**config.mk**
```make
export PLATFORM = sky130hd
export DESIGN_NAME = altmemddr_phy_pll_phs_shft_arbiter
export DESIGN_NICKNAME = d
export VERILOG_FILES = /design/src/rtl/altmemddr_phy_pll_phs_shft_arbiter.sv
export SDC_FILE = /design/constraint.sdc
export NUM_CORES = 1
export LEC_CHECK = 0
export ABC_AREA = 1
export BUFFER_PORTS_ARGS = -buffer_cell sky130_fd_sc_hd__buf_2
export CAP_MARGIN = 20
export CORE_UTILIZATION = 25
export DETAILED_ROUTE_END_ITERATION = 6
export PLACE_DENSITY = 0.55
export SLEW_MARGIN = 20
export SYNTH_ARGS = -nofsm -noshare
export SYNTH_HDL_FRONTEND = slang
export SYNTH_SLANG_ARGS = --single-unit
```
**constraint.sdc**
```tcl
create_clock -name seq_clk -period 1.74 [get_ports seq_clk]
set_input_delay 0.174 -clock seq_clk [delete_from_list [all_inputs] [get_ports seq_clk]]
set_output_delay 0.174 -clock seq_clk [all_outputs]
set_load 0.02 [all_outputs]
```
**src/rtl/altmemddr_phy_pll_phs_shft_arbiter.sv**
```systemverilog
// altmemddr_phy_pll_phs_shft_arbiter
//   Shares the single PLL dynamic phase-shift port between the sequencer
//   (seq_*) and a user/debug requester (usr_*). A granted request runs
//   seq/usr_steps phase steps. Each step is one pll_start_reconfig strobe
//   followed by a full high/low cycle of the (synchronised) phs_shft_busy.
//   The owner's ack is pulsed once the operation completes.
//
// Ports
//   seq_clk, reset_seq         single clock, synchronous active-high reset
//   seq_req/sel/inc_dec_n/steps  sequencer request and its fields; seq_ack pulse
//   usr_req/sel/inc_dec_n/steps  user request and its fields;      usr_ack pulse
//   phs_shft_busy              PLL busy (asynchronous, synchronised here)
//   pll_start_reconfig         1-cycle step strobe to the PLL
//   pll_select, pll_inc_dec_n  latched select/direction of the current owner
//   arb_busy, arb_owner        not-idle flag; owner (0=seq, 1=usr)
//   err_timeout                sticky busy-watchdog error
//
// Optional feature
//   PLL_PHS_ARB_TIMEOUT_EN: busy watchdog of TIMEOUT_CYCLES in the WAIT
//   states. Undefined: WAIT states wait indefinitely, err_timeout is 0.
module altmemddr_phy_pll_phs_shft_arbiter #(
  parameter int CLOCK_INDEX_WIDTH = 3,
  parameter int STEP_WIDTH        = 7,
  parameter int TIMEOUT_CYCLES    = 1024
) (
  input  logic                         seq_clk,
  input  logic                         reset_seq,
  input  logic                         seq_req,
  input  logic [CLOCK_INDEX_WIDTH-1:0] seq_sel,
  input  logic                         seq_inc_dec_n,
  input  logic [STEP_WIDTH-1:0]        seq_steps,
  output logic                         seq_ack,
  input  logic                         usr_req,
  input  logic [CLOCK_INDEX_WIDTH-1:0] usr_sel,
  input  logic                         usr_inc_dec_n,
  input  logic [STEP_WIDTH-1:0]        usr_steps,
  output logic                         usr_ack,
  input  logic                         phs_shft_busy,
  output logic                         pll_start_reconfig,
  output logic [CLOCK_INDEX_WIDTH-1:0] pll_select,
  output logic                         pll_inc_dec_n,
  output logic                         arb_busy,
  output logic                         arb_owner,
  output logic                         err_timeout
);

  typedef enum logic [2:0] {
    IDLE,
    START,
    WAIT_HI,
    WAIT_LO,
    DONE
  } state_t;

  state_t                       state;
  state_t                       state_nxt;
  logic [1:0]                   busy_sync;
  logic                         busy_s;
  logic                         last_owner;
  logic                         last_owner_nxt;
  logic                         owner_nxt;
  logic                         dir_nxt;
  logic [CLOCK_INDEX_WIDTH-1:0] sel_nxt;
  logic [STEP_WIDTH-1:0]        step_cnt;
  logic [STEP_WIDTH-1:0]        step_cnt_nxt;
  logic                         grant_usr;
  logic                         tmo_expired;

  assign busy_s = busy_sync[1];

  // usr wins when it is alone, or on a tie when seq was served last.
  assign grant_usr = usr_req && (!seq_req || !last_owner);

  always_comb begin
    state_nxt      = state;
    step_cnt_nxt   = step_cnt;
    owner_nxt      = arb_owner;
    last_owner_nxt = last_owner;
    sel_nxt        = pll_select;
    dir_nxt        = pll_inc_dec_n;
    unique case (state)
      IDLE: begin
        if (seq_req || usr_req) begin
          owner_nxt      = grant_usr;
          last_owner_nxt = grant_usr;
          sel_nxt        = grant_usr ? usr_sel       : seq_sel;
          dir_nxt        = grant_usr ? usr_inc_dec_n : seq_inc_dec_n;
          step_cnt_nxt   = grant_usr ? usr_steps     : seq_steps;
          state_nxt      = (step_cnt_nxt == '0) ? DONE : START;
        end
      end
      START: state_nxt = WAIT_HI;
      WAIT_HI: begin
        if (busy_s) begin
          state_nxt = WAIT_LO;
        end else if (tmo_expired) begin
          step_cnt_nxt = '0;
          state_nxt    = DONE;
        end
      end
      WAIT_LO: begin
        if (!busy_s) begin
          // step_cnt >= 1 here: zero-step grants bypass the step loop.
          step_cnt_nxt = step_cnt - STEP_WIDTH'(1);
          state_nxt    = (step_cnt == STEP_WIDTH'(1)) ? DONE : START;
        end else if (tmo_expired) begin
          step_cnt_nxt = '0;
          state_nxt    = DONE;
        end
      end
      DONE:    state_nxt = IDLE;
      default: state_nxt = IDLE;
    endcase
  end

  // Outputs are registered from the next-state decode so that they line up
  // with the state they describe.
  always_ff @(posedge seq_clk) begin
    if (reset_seq) begin
      state              <= IDLE;
      busy_sync          <= 2'b11;
      step_cnt           <= '0;
      last_owner         <= 1'b1;
      arb_owner          <= 1'b0;
      pll_select         <= '0;
      pll_inc_dec_n      <= 1'b0;
      pll_start_reconfig <= 1'b0;
      arb_busy           <= 1'b0;
      seq_ack            <= 1'b0;
      usr_ack            <= 1'b0;
    end else begin
      state              <= state_nxt;
      busy_sync          <= {busy_sync[0], phs_shft_busy};
      step_cnt           <= step_cnt_nxt;
      last_owner         <= last_owner_nxt;
      arb_owner          <= owner_nxt;
      pll_select         <= sel_nxt;
      pll_inc_dec_n      <= dir_nxt;
      pll_start_reconfig <= (state_nxt == START);
      arb_busy           <= (state_nxt != IDLE);
      seq_ack            <= (state_nxt == DONE) && !owner_nxt;
      usr_ack            <= (state_nxt == DONE) && owner_nxt;
    end
  end

`ifdef PLL_PHS_ARB_TIMEOUT_EN
  localparam int TMO_W = 1 + $clog2(TIMEOUT_CYCLES);

  logic [TMO_W-1:0] tmo_cnt;
  logic             in_wait;
  logic             wait_met;

  assign in_wait     = (state == WAIT_HI) || (state == WAIT_LO);
  assign wait_met    = (state == WAIT_HI) ? busy_s : !busy_s;
  assign tmo_expired = in_wait && (tmo_cnt == TMO_W'(TIMEOUT_CYCLES));

  // Any state change clears the counter, which covers entry into either
  // WAIT state; it cannot wrap because expiry forces an exit.
  always_ff @(posedge seq_clk) begin
    if (reset_seq) begin
      tmo_cnt     <= '0;
      err_timeout <= 1'b0;
    end else begin
      if (state_nxt != state) begin
        tmo_cnt <= '0;
      end else if (in_wait) begin
        tmo_cnt <= tmo_cnt + TMO_W'(1);
      end
      if (tmo_expired && !wait_met) begin
        err_timeout <= 1'b1;
      end
    end
  end
`else
  assign tmo_expired = 1'b0;
  assign err_timeout = 1'b0;
`endif

endmodule

```
== Word level (Yosys, flattened, before mapping) ==
Index checks and enable logic that the tools add are counted.

* Add/sub/neg operators: 1
* Equality and inequality tests: 8
* Multiplexer cells: 14
* Reduce and logical (&&, ||, !) cells: 14

{| class="wikitable"
|+ Operators by type and width
! operator !! count
|-
| two-way mux 7 bit || 3
|-
| two-way mux 3 bit || 6
|-
| case mux 7 bit (2 select lines) || 1
|-
| case mux 3 bit (4 select lines) || 1
|-
| == test 7 x 1 -> 1 bit (second input constant) || 1
|-
| logical NOT 7 bit || 1
|-
| subtractor 7 x 1 -> 7 bit (second input constant) || 1
|-
| == test 3 x 1 -> 1 bit (second input constant) || 2
|-
| == test 3 x 2 -> 1 bit (second input constant) || 2
|-
| inequality test 2 bit (second input constant) || 2
|-
| == test 3 bit (second input constant) || 1
|-
| logical AND 1 bit || 3
|-
| logical NOT 1 bit || 3
|-
| logical NOT 3 bit || 1
|-
| two-way mux 1 bit || 3
|-
| AND reduction 3 bit || 1
|-
| nonzero test 3 bit || 1
|-
| logical OR 1 bit || 2
|-
| AND reduction 2 bit || 1
|-
| nonzero test 2 bit || 1
|}

* Flip-flop bits (word level): 22
* Input bits: 27
* Output and inout port bits: 10
* Word-level logic and storage cells: 48

== Longest topological paths before layout ==
* Depth after elaboration: 10
* Gate-level depth with buffers: 12
* Depth with buffers taken out: 11

== Least setup slack after synthesis ==
OpenSTA, ideal clock, no wires.

* Path type: register to register
* From: register last_owner
* To: register arb_busy
* Setup time: 112 ps
* Data arrival time: 1145 ps
* Required time: 1628 ps
* Setup slack: 483 ps
* Stages on the path, launching flop included: 13
* Path buffers: 1
* Clock period less this slack: 1257 ps
* Path through: dfxtp_1 -> nand2_2 -> nand2_4 -> buf_8 -> nand2_2 -> nand2_2 -> nand2_2 -> nor2_2 -> nand2_1 -> nand2_1 -> nand2_1 -> nand2_2 -> nand2_1

* Cells in the longest elaborated chain, start to end: 9

{| class="wikitable"
|+ RTL lines
! what !! line !! source
|-
| start: declaration || 59 || <nowiki>logic last_owner;</nowiki>
|-
| start signal: assignment || 135 || <nowiki>last_owner <= last_owner_nxt;</nowiki>
|-
| logical NOT 1 bit || 72 || <nowiki>assign grant_usr = usr_req && (!seq_req || !last_owner);</nowiki>
|-
| logical OR 1 bit || 72 ||
|-
| logical AND 1 bit || 72 ||
|-
| two-way mux 7 bit || 88 || <nowiki>step_cnt_nxt = grant_usr ? usr_steps : seq_steps;</nowiki>
|-
| logical NOT 7 bit || 89 || <nowiki>state_nxt = (step_cnt_nxt == '0) ? DONE : START;</nowiki>
|-
| two-way mux 3 bit || 89 ||
|-
| two-way mux 3 bit || 83 || <nowiki>if (seq_req || usr_req) begin</nowiki>
|-
| case mux 3 bit (4 select lines) || 81 || <nowiki>unique case (state)</nowiki>
|-
| nonzero test 3 bit || 140 || <nowiki>arb_busy <= (state_nxt != IDLE);</nowiki>
|-
| end signal: assignment || 140 ||
|-
| end: declaration || 42 || <nowiki>output logic arb_busy,</nowiki>
|}

No other way between the ends.
A chain may end at the register's enable or synchronous reset.

== Worst setup path after layout ==
Same ends and word-level chain as after synthesis.

==> flow_metrics.py <==
metrics = {
    "final_layout": {
        "syn_to_final_growth_pct": 23.6,
        "layout-drive-gt1-share_pct": 26.7,
        "final_nets": 255,
        "fin_cells": 292,
        "ff_latch_area_um2": 440,
        "multiInputGateArea_um2": 669,
        "fillers": 549,
        "antennaDiodeCount": 0,
    },
    "setup_path": {
        "slowest_stage": "dfxtp_1",
        "crit_top_cell": "nand2_1",
        "startpoint_type": "register",
        "arrival_ps": 1600,
        "critPathLaunch": "last_owner$_SDFFE_PP1P_",
        "end_kind": "register",
        "max_stage_delay_ps": 350,
        "cp_num_buf_inv": 1,
        "path_delay_family": "simple AND/OR/NAND/NOR gates",
        "r2r_start": "last_owner$_SDFFE_PP1P_",
        "path_max_fanout": 13,
        "rrSetupSlack_ps": 310,
        "cp_cell_sequence": "nand2_2 > nand2_4 > inv_1 > nand2_1 > nand2_1 > nor2_2 > nand2_1 > nand2_1 > nand2_1 > nand2_2 > nand2_1",
        "crit_required_ps": 1910,
        "worstSetupPathType": "reg -> reg",
    },
    "clock_tree": {
        "clock_sinks": 22,
        "cts_resized": 0,
        "clkTransAtPathRegs_ps": 90,
        "tritoncts": "built",
        "cts_max_level": 1,
        "numCtsBuffers": 3,
        "root_buffer": "clkbuf_8",
        "hold_buffers": 0,
        "cts_buffer_depth": 2,
        "post-cts-setup-buffers": 0,
        "clk_latency_ps": 270,
    },
    "yosys": {
        "ys_warn_count": 0,
        "netlist_area_mm2": 0.00125,
        "synth_nets": 219,
        "syn_avg_cell_area_um2": 6.60,
        "synthCells": 190,
        "synth-seq-cells": 22,
        "yosys.cell_types.count": 22,
        "yosysSeqAreaShare_pct": 35.1,
    },
    "detailed_routing": {
        "first_pass_iters": 4,
        "drtIter0Drc": 51,
        "route.detailed.drc": 0,
        "vias": 1243,
        "drtAntennaViolNets": 0,
        "routedWlPerCell_um": 10.3,
        "drt-total-wl_um": 3010,
        "vias_per_cell": 4.26,
    },
    "grt": {
        "grt_pass1_vias": 1220,
        "grt_first_pass_wirelength_um": 5240,
        "grt_overflow_total": 0,
        "antenna_found_initial": 0,
        "grt_usage_pct": 12.6,
        "grt_max_degree": 14,
    },
    "floorplanning": {
        "die_area_mm2": 0.00530,
        "die_w_um": 72.8,
        "initial_core_util_pct": 26.2,
        "core_area_mm2": 0.00479,
        "rows": 25,
        "die_h_um": 72.8,
        "io_pins": 37,
    },
    "place": {
        "dp_hpwl_um": 2360,
        "place.port_buffers": 35,
        "dp_cells": 288,
        "gp_congestion": 0.804,
    },
    "power_and_ir_drop": {
        "p_leak_nw": 0.800,
        "vdd_drop_max_v": 0.000374,
        "power_density_mw_per_mm2": 979,
    },
    "worst_hold_path": {
        "min_path_type": "in -> reg",
        "worstHoldStart": "phs_shft_busy",
    },
    "timing": {
        "slew_violations": 0,
        "max_freq_mhz": 698,
        "setup_tns_ps": 0,
        "rsz0062_at_grt": "false",
        "hold_viol_final": 0,
        "fin_crit_sh_pct": 82.4,
        "skew_ps": 3.81,
        "fin_crit_ps": 1430,
        "setup_violations": 0,
        "holdWs_ps": 86.2,
    },
    "run": {
        "cap_viol_max_count": 0,
    },
    "status": {
        "status": "complete, no violations",
    },
}
-- path summary, 6_finish.rpt --
| kind | to | cells past startpoint |
|---|---|---|
| worst max-delay path | arb_busy$_SDFF_PP0_ | 11 |
| worst min-delay path | busy_sync[0]$_SDFF_PP1_ | 2 |
| worst max register to register | arb_busy$_SDFF_PP0_ | 11 |
| worst min register to register | busy_sync[1]$_SDFF_PP1_ | 1 |
-- cell usage in the layout, fill, tap and decap left out --
master,n
dfxtp_1,22
buf_2,35
a21oi_1,21
nand3_2,1
nor3_1,1
nor2_2,4
nand3b_1,4
ha_1,2
o21ai_0,18
clkbuf_8,3
nand2_1,43
nor2_4,1
nand2_2,9
inv_2,2
buf_4,1
conb_1,1
nor2_1,15
bufinv_16,1
inv_1,25
or2_2,2
nand3_1,12
nor4_1,1
nand2_4,1
-- logic make-up (layout without fill, tap and decap cells) --
family / count (synthesis) / after routing / share of synthesized area (%)
adder cells (fa/ha/maj): 2 / 2 / 2.00
flip-flops: 22 / 22 / 35.1
AO/OA/AOI/OAI: 39 / 39 / 15.6
buffers and inverters: 32 / 67 / 11.5
other: 1 / 1 / 0.299
AND/OR/NAND/NOR: 94 / 94 / 35.5
-- per-layer routing --
layer  global-route usage (%)  up-vias  part of all wire, %
li1                         -      668                    -
met1                     15.9      534                   48
met3                     3.04        4                  5.4
met5                        0        -                    0
met2                     21.4       37                   45
met4                     3.27        0                  1.0
-- state kept, by name, summed over array words and instances, names as in the netlist --
register and flops:
state 3, pll_select 3, pll_inc_dec_n 1, busy_sync 2
step_cnt 7, pll_start_reconfig 1, arb_busy 1, arb_owner 1
last_owner 1, seq_ack 1, usr_ack 1
-- power by group --
group | switching, mW | internal [mW] | leakage (nW) | total, mW
Combinational | 0.276 | 0.149 | 0.582 | 0.425
Sequential | 0.0371 | 0.566 | 0.182 | 0.603
Clock | 0.181 | 0.308 | 0.0357 | 0.488
Total | 0.494 | 1.02 | 0.800 | 1.52
-- final cells by class --
cell class	instances	area share (%)
multi-input combinational	136	43.2
sequential	22	28.4
timing repair buffer	36	11.8
inverter	27	6.54
tap	67	5.41
clock buffer	3	2.67
clock inverter	1	1.94
-- per-stage QoR --
step	power [mW]	instance area, um^2	util [%]	worst slack (ps)
finish	1.52	1550	32.4	307
floorplan	0.928	1250	-	483
CTS	1.53	1550	32.4	300
detailed placement	1.04	1480	30.9	312
global route	1.62	1550	32.4	132
global placement	1.04	1480	30.9	360
-- cells in the mapped netlist (all sizes together) --
cell    count  area (um^2)
nand2      53          229
inv        27          101
dfxtp      22          440
a21oi      21          105
nor2       20         92.6
o21ai      18         90.1
nand3      13         70.1
buf         5         42.5
nand3b      4         30.0
ha          2         25.0
or2         2         12.5
conb        1         3.75
nor3        1         5.00
nor4        1         6.26
Power figures use the tool's default switching activity.
